===== config.mk =====
export PLATFORM = sky130hd
export DESIGN_NAME = seg7_capture
export DESIGN_NICKNAME = d
export VERILOG_FILES = /design/src/rtl/seg7_pkg.sv /design/src/rtl/seg7_decode.sv /design/src/rtl/seg7_capture.sv
export SDC_FILE = /design/constraint.sdc
export NUM_CORES = 1
export LEC_CHECK = 0
export ABC_AREA = 1
export BUFFER_PORTS_ARGS = -buffer_cell sky130_fd_sc_hd__buf_2
export CAP_MARGIN = 0
export CELL_PAD_IN_SITES_DETAIL_PLACEMENT = 1
export CELL_PAD_IN_SITES_GLOBAL_PLACEMENT = 1
export CORE_ASPECT_RATIO = 1.4
export CORE_MARGIN = 2
export CORE_UTILIZATION = 30
export DETAILED_ROUTE_END_ITERATION = 12
export PLACE_DENSITY_LB_ADDON = 0.1
export SLEW_MARGIN = 20
export SYNTH_ARGS = -nofsm -noshare
export SYNTH_HDL_FRONTEND = slang
export SYNTH_SLANG_ARGS = --single-unit

===== constraint.sdc =====
create_clock -name clk -period 4.27 [get_ports clk]
set_input_delay 0.854 -clock clk [delete_from_list [all_inputs] [get_ports clk]]
set_output_delay 0.854 -clock clk [all_outputs]
set_load 0.05 [all_outputs]

===== src/rtl/seg7_pkg.sv =====
`default_nettype none
// ============================================================================
//  Module      : seg7_pkg
//  Description : Shared active-low 7-segment encodings and decode result type.
//  Revision    : 1.0 - initial release
// ============================================================================
package seg7_pkg;

    localparam int SEG7_W = 7;

    // Active-low patterns, bit0 = a ... bit6 = g
    localparam logic [SEG7_W-1:0] SEG7_0     = 7'h40;
    localparam logic [SEG7_W-1:0] SEG7_1     = 7'h79;
    localparam logic [SEG7_W-1:0] SEG7_2     = 7'h24;
    localparam logic [SEG7_W-1:0] SEG7_3     = 7'h30;
    localparam logic [SEG7_W-1:0] SEG7_4     = 7'h19;
    localparam logic [SEG7_W-1:0] SEG7_5     = 7'h12;
    localparam logic [SEG7_W-1:0] SEG7_6     = 7'h02;
    localparam logic [SEG7_W-1:0] SEG7_7     = 7'h78;
    localparam logic [SEG7_W-1:0] SEG7_8     = 7'h00;
    localparam logic [SEG7_W-1:0] SEG7_9     = 7'h10;
    localparam logic [SEG7_W-1:0] SEG7_A     = 7'h08;
    localparam logic [SEG7_W-1:0] SEG7_B     = 7'h03;
    localparam logic [SEG7_W-1:0] SEG7_C     = 7'h46;
    localparam logic [SEG7_W-1:0] SEG7_D     = 7'h21;
    localparam logic [SEG7_W-1:0] SEG7_E     = 7'h06;
    localparam logic [SEG7_W-1:0] SEG7_F     = 7'h0E;
    localparam logic [SEG7_W-1:0] SEG7_BLANK = 7'h7F;

    typedef struct packed {
        logic       hit;
        logic       blank;
        logic [3:0] value;
    } seg7_dec_t;

endpackage
`default_nettype wire


===== src/rtl/seg7_decode.sv =====
`default_nettype none
// ============================================================================
//  Module      : seg7_decode
//  Description : Combinational map from active-low segment pattern to hex value.
//  Revision    : 1.0 - initial release
// ============================================================================
module seg7_decode
    import seg7_pkg::*;
(
    input  logic [SEG7_W-1:0] seg_n,
    output seg7_dec_t         dec
);

    logic [3:0] w_value;
    logic       w_hit;

    always_comb begin
        w_value = 4'h0;
        w_hit   = 1'b1;
        case (seg_n)
            SEG7_0:  w_value = 4'h0;
            SEG7_1:  w_value = 4'h1;
            SEG7_2:  w_value = 4'h2;
            SEG7_3:  w_value = 4'h3;
            SEG7_4:  w_value = 4'h4;
            SEG7_5:  w_value = 4'h5;
            SEG7_6:  w_value = 4'h6;
            SEG7_7:  w_value = 4'h7;
            SEG7_8:  w_value = 4'h8;
            SEG7_9:  w_value = 4'h9;
            SEG7_A:  w_value = 4'hA;
            SEG7_B:  w_value = 4'hB;
            SEG7_C:  w_value = 4'hC;
            SEG7_D:  w_value = 4'hD;
            SEG7_E:  w_value = 4'hE;
            SEG7_F:  w_value = 4'hF;
            default: w_hit   = 1'b0;
        endcase
        dec.hit   = w_hit;
        dec.blank = (seg_n == SEG7_BLANK);
        dec.value = w_hit ? w_value : 4'h0;
    end

endmodule
`default_nettype wire


===== src/rtl/seg7_capture.sv =====
`default_nettype none
// ============================================================================
//  Module      : seg7_capture
//  Description : Debounces a multiplexed active-low 7-seg bus and keeps one
//                decoded hex value per digit position.
//  Revision    : 1.0 - initial release
// ============================================================================
module seg7_capture
    import seg7_pkg::*;
#(
    parameter int NDIG          = 8,
    parameter int STABLE_CYCLES = 4,
    localparam int IDX_W        = (NDIG > 1) ? $clog2(NDIG) : 1
) (
    input  logic                clk,
    input  logic                rst,
    input  logic [SEG7_W-1:0]   seg_n,
    input  logic [NDIG-1:0]     an_n,
    output logic [4*NDIG-1:0]   digits,
    output logic [NDIG-1:0]     dig_valid,
    output logic [NDIG-1:0]     dig_err,
    output logic                upd_valid,
    output logic [IDX_W-1:0]    upd_idx,
    output logic [3:0]          upd_value,
    output logic                upd_err
);

    localparam int CNT_W = $clog2(STABLE_CYCLES + 1);
    localparam logic [CNT_W-1:0] c_cnt_max = CNT_W'(STABLE_CYCLES);
    localparam logic [CNT_W-1:0] c_cnt_one = CNT_W'(1);

    typedef struct packed {
        logic [NDIG-1:0]   an_n;
        logic [SEG7_W-1:0] seg_n;
    } pins_t;

    pins_t               in_q, in_d, prev_q, prev_d;
    logic [CNT_W-1:0]    cnt_q, cnt_d;
    logic [4*NDIG-1:0]   digits_q, digits_d;
    logic [NDIG-1:0]     dig_valid_q, dig_valid_d;
    logic [NDIG-1:0]     dig_err_q, dig_err_d;
    logic                upd_valid_q, upd_valid_d;
    logic [IDX_W-1:0]    upd_idx_q, upd_idx_d;
    logic [3:0]          upd_value_q, upd_value_d;
    logic                upd_err_q, upd_err_d;

    seg7_dec_t           w_dec;
    logic [NDIG-1:0]     w_an;
    logic                w_onehot;
    logic [IDX_W-1:0]    w_idx;
    logic                w_changed;
    logic                w_reach;
    logic                w_capture;

    seg7_decode u_decode (
        .seg_n (in_q.seg_n),
        .dec   (w_dec)
    );

    always_comb begin
        w_an     = ~in_q.an_n;
        w_onehot = (w_an != '0) && ((w_an & (w_an - NDIG'(1))) == '0);
        w_idx    = '0;
        for (int i = 0; i < NDIG; i++) begin
            if (w_an[i]) w_idx = IDX_W'(i);
        end
    end

    // prev_q holds the previous in_q, so the window starts one edge after the
    // pins are sampled and completes on the edge that also loads the outputs.
    always_comb begin
        in_d      = pins_t'({an_n, seg_n});
        prev_d    = in_q;
        w_changed = (in_q != prev_q);
        w_reach   = w_changed ? (c_cnt_max == c_cnt_one)
                              : (cnt_q == c_cnt_max - c_cnt_one);
        w_capture = w_reach && w_onehot;
        if (w_changed)              cnt_d = c_cnt_one;
        else if (cnt_q == c_cnt_max) cnt_d = cnt_q;
        else                        cnt_d = cnt_q + c_cnt_one;
    end

    always_comb begin
        digits_d    = digits_q;
        dig_valid_d = dig_valid_q;
        dig_err_d   = dig_err_q;
        upd_valid_d = 1'b0;
        upd_idx_d   = '0;
        upd_value_d = 4'h0;
        upd_err_d   = 1'b0;
        if (w_capture) begin
            upd_valid_d = 1'b1;
            upd_idx_d   = w_idx;
            if (w_dec.hit) begin
                digits_d[4*int'(w_idx) +: 4] = w_dec.value;
                dig_valid_d[w_idx]           = 1'b1;
                dig_err_d[w_idx]             = 1'b0;
                upd_value_d                  = w_dec.value;
            end else if (w_dec.blank) begin
                digits_d[4*int'(w_idx) +: 4] = 4'h0;
                dig_valid_d[w_idx]           = 1'b0;
                dig_err_d[w_idx]             = 1'b0;
            end else begin
                dig_valid_d[w_idx] = 1'b0;
                dig_err_d[w_idx]   = 1'b1;
                upd_err_d          = 1'b1;
            end
        end
    end

    always_ff @(posedge clk) begin
        if (rst) begin
            in_q        <= '1;
            prev_q      <= '1;
            cnt_q       <= '0;
            digits_q    <= '0;
            dig_valid_q <= '0;
            dig_err_q   <= '0;
            upd_valid_q <= 1'b0;
            upd_idx_q   <= '0;
            upd_value_q <= 4'h0;
            upd_err_q   <= 1'b0;
        end else begin
            in_q        <= in_d;
            prev_q      <= prev_d;
            cnt_q       <= cnt_d;
            digits_q    <= digits_d;
            dig_valid_q <= dig_valid_d;
            dig_err_q   <= dig_err_d;
            upd_valid_q <= upd_valid_d;
            upd_idx_q   <= upd_idx_d;
            upd_value_q <= upd_value_d;
            upd_err_q   <= upd_err_d;
        end
    end

    assign digits    = digits_q;
    assign dig_valid = dig_valid_q;
    assign dig_err   = dig_err_q;
    assign upd_valid = upd_valid_q;
    assign upd_idx   = upd_idx_q;
    assign upd_value = upd_value_q;
    assign upd_err   = upd_err_q;

endmodule
`default_nettype wire


==> impl_metrics.csv <==
group,metric,value,unit
routing,vias,4387,
synth,synth-seq-area-share,40.67,%
sta,hold_viol,0,
die,chipWidth,106.7,um
critical_path,rrSetupSlack,1.01,ns
die,dieArea,15770,um^2
clock_network,h-tree-depth,3,
synth,synth.distinct_cells,27,
synth,synth.area.top_cells,"dfxtp_1 (41%), nand2_1 (19%), nor2_1 (8.0%)",
critical_path,max_stage_delay,0.55,ns
grt,grt_pass1_wl,22.40,mm
sta,final.period_utilization,76.27,%
grt,grt_usage,18.01,%
routing,drt-pass1-iter-count,4,
clock_network,postCtsHoldBufs,0,
grt,grt_start_max_net_pins,59,
clock_network,numCtsBuffers,9,
synth,yosysWarningCount,0,
synth,yosysTopAreaCell,"dfxtp_1",
placed_design,gp_congestion,0.8214,
layout,fillers,1904,
synth,netlist_instances,681,
critical_path,crit_path_cell_trace,"inv_1 > o21ai_0 > nand2_1 > nand2_1 > nand2_1 > buf_4 > ha_1 > ha_1 > inv_1 > nand3_1 > nor2_1 > nand3_2 > nand2_1 > nor3b_1",
layout,antenna_cells,0,
sta,slew_viol_final,0,
synth,synthArstFlopShare,0,%
layout,multi_input_area,2243,um^2
synth,yosys_most_used_dff,"dfxtp_1",
layout,ff_latch_area,1802,um^2
critical_path,start_kind,"flip-flop",
placed_design,dp_hpwl,10.36,mm
job,drv_cap,0,
power,powerDensity,361.0,nW/um^2
clock_network,cts_buffer_depth,2,
sta,clock_skew,0.01666,ns
placed_design,io_buffers,73,
sta,fin_crit,3.257,ns
sta,setup_viol,0,
critical_path,path_buf_inv,3,
die,core_area,14440,um^2
sta,fin_tns_setup,0,ns
synth,synth_area_per_cell,6.506,um^2
sta,tightest_slew,0.7233,ns
layout,area_delta_synth_final,18.55,%
routing,drt_iter0_drc,123,
routing,wl_per_cell,14.51,um
power,peakVddDrop,0.1614,mV
synth,synth_common_cells,"nand2_1 (225), nor2_1 (95), dfxtp_1 (90), inv_1 (66), a21oi_1 (49)",
synth,postSynthNetCount,704,
critical_path,worst-path-max-fanout,22,
layout,drive_gt1_share,16.82,%
run_status,outcome,"finished clean",
critical_path,cpLargestDelayFamily,"simple AND/OR/NAND/NOR gates",
grt,grt-ovfl-total,0,
die,die_h,147.8,um
clock_network,cts.clk_slew.worst_paths,0.08,ns
clock_network,cts_setup_buffers,0,
clock_network,ctsResizeCount,0,
synth,synthesis.area,4430,um^2
die,rows,52,
die,ioPinCount,74,
sta,max_slew_margin,51.66,%
grt,grt_pass1_vias,4657,
synth,ys_ff_latch,90,
power,p_leak,2.576,nW
critical_path,worstPathRequired,4.54,ns
critical_path,slowest_stage,"inv_1",
routing,drc_errors,0,
synth,synth-edff-count,0,
worst_hold_path,min-delay-path-class,"flip-flop to flip-flop",
clock_network,clk_latency,0.36,ns
critical_path,cp_common_cell,"nand2_1",
routing,wirelength,13.61,mm
clock_network,clock-root-buffer,"clkbuf_16",
sta,rsz0062_at_grt,"false",
clock_network,tritoncts,"built",
power,power.total,1.896,mW
die,start_util,30.67,%
layout,fin_nets,767,
synth,synth.most_common_cell,"nand2_1",
grt,antenna_found_initial,0,
critical_path,crit_type,"flip-flop to flip-flop",
routing,drt.antenna.violating_nets,0,
clock_network,clock_sinks,90,
sta,timing.fmax,307.1,MHz
routing,via_per_inst,4.677,
critical_path,cp.arrival,3.53,ns
synth,yosysTopAreaCellShare,40.67,%
critical_path,worstSetupEndpointType,"flip-flop",
-- cell type report --
| type | instances | share of cell area [%] |
|---|---|---|
| Timing Repair Buffer | 76 | 7.384 |
| Multi-Input combinational cell | 495 | 42.71 |
| Sequential cell | 90 | 34.30 |
| Clock inverter | 7 | 1.667 |
| Inverter | 72 | 5.145 |
| Tap cell | 189 | 4.502 |
| Clock buffer | 9 | 4.288 |
-- worst reg2reg max path, cell delays in order, from the launching register on --
cell	delay, ns
dfxtp_1	0.37
inv_1	0.11
o21ai_0	0.16
nand2_1	0.07
nand2_1	0.14
nand2_1	0.07
buf_4	0.20
ha_1	0.25
ha_1	0.48
inv_1	0.55
nand3_1	0.15
nor2_1	0.17
nand3_2	0.17
nand2_1	0.12
nor3b_1	0.17
-- metal layers --
layer | wire length, um | track usage [%]
met5 | 0 | 0
met3 | 369 | 3.483
met2 | 7091 | 33.28
met4 | 201 | 6.364
met1 | 5949 | 20.31
-- power breakdown --
part	switching (mW)	internal, mW	total (mW)	leakage, nW
registers	0.0159	0.853	0.869	0.732
logic	0.132	0.0493	0.182	1.69
clock network	0.380	0.465	0.846	0.151
-- worst paths after layout --
check	from	to	cells after the start
setup / recovery	in_q[9]	digits[0]	14
hold / removal	flip-flop	flip-flop	2
setup reg to reg	in_q[9]	digits[0]	14
hold reg to reg	flip-flop	flip-flop	2
-- kinds of logic (layout without fill, tap and decap cells) --
family                   count (synthesis)  in the layout  synth area share [%]
AND/OR/NAND/NOR                        417            417                 40.33
buffers and inverters                   96            164                 8.698
flip-flops                              90             90                 40.67
AO/OA/AOI/OAI                           67             67                 7.625
adder cells (fa/ha/maj)                  6              6                 1.694
XOR/XNOR                                 5              5                0.9886
-- cell usage in the layout, fill, tap and decap left out --
cell type	netlist	layout
dfxtp_1	90	90
buf_4	1	3
o21ai_0	11	11
clkinvlp_4	0	1
xnor2_1	3	3
xor2_1	2	2
o21ai_1	6	6
nor3b_1	4	4
clkinv_4	0	1
nand3b_1	7	7
clkinv_2	0	1
nand3_1	27	27
inv_6	0	1
nor2_4	1	1
clkbuf_16	0	9
bufinv_16	0	1
nor2_1	95	95
nand2_1	225	225
a21boi_0	1	1
inv_1	66	66
ha_1	6	6
nand2_2	1	1
buf_2	5	73
clkinv_8	0	1
inv_2	5	5
a21oi_1	49	49
nand4_1	13	13
or2_2	15	15
nor2_2	8	8
clkinv_1	1	1
nand3_2	4	4
inv_8	0	1
nor3_1	17	17
-- stage by stage --
stage	hold slack (ns)	util, %	setup slack (ns)	area, um^2	instances
6_report	0.4632	36.37	1.013	5253	938
5_1_grt	0.4891	36.37	0.5842	5253	938
4_1_cts	0.4651	36.37	1.012	5253	938
3_5_place_dp	0.4537	34.20	1.057	4940	922
3_3_place_gp	0.4476	34.20	1.232	4940	922
2_1_floorplan	0.4645	-	1.516	4431	681
Power figures use the tool's default switching activity.
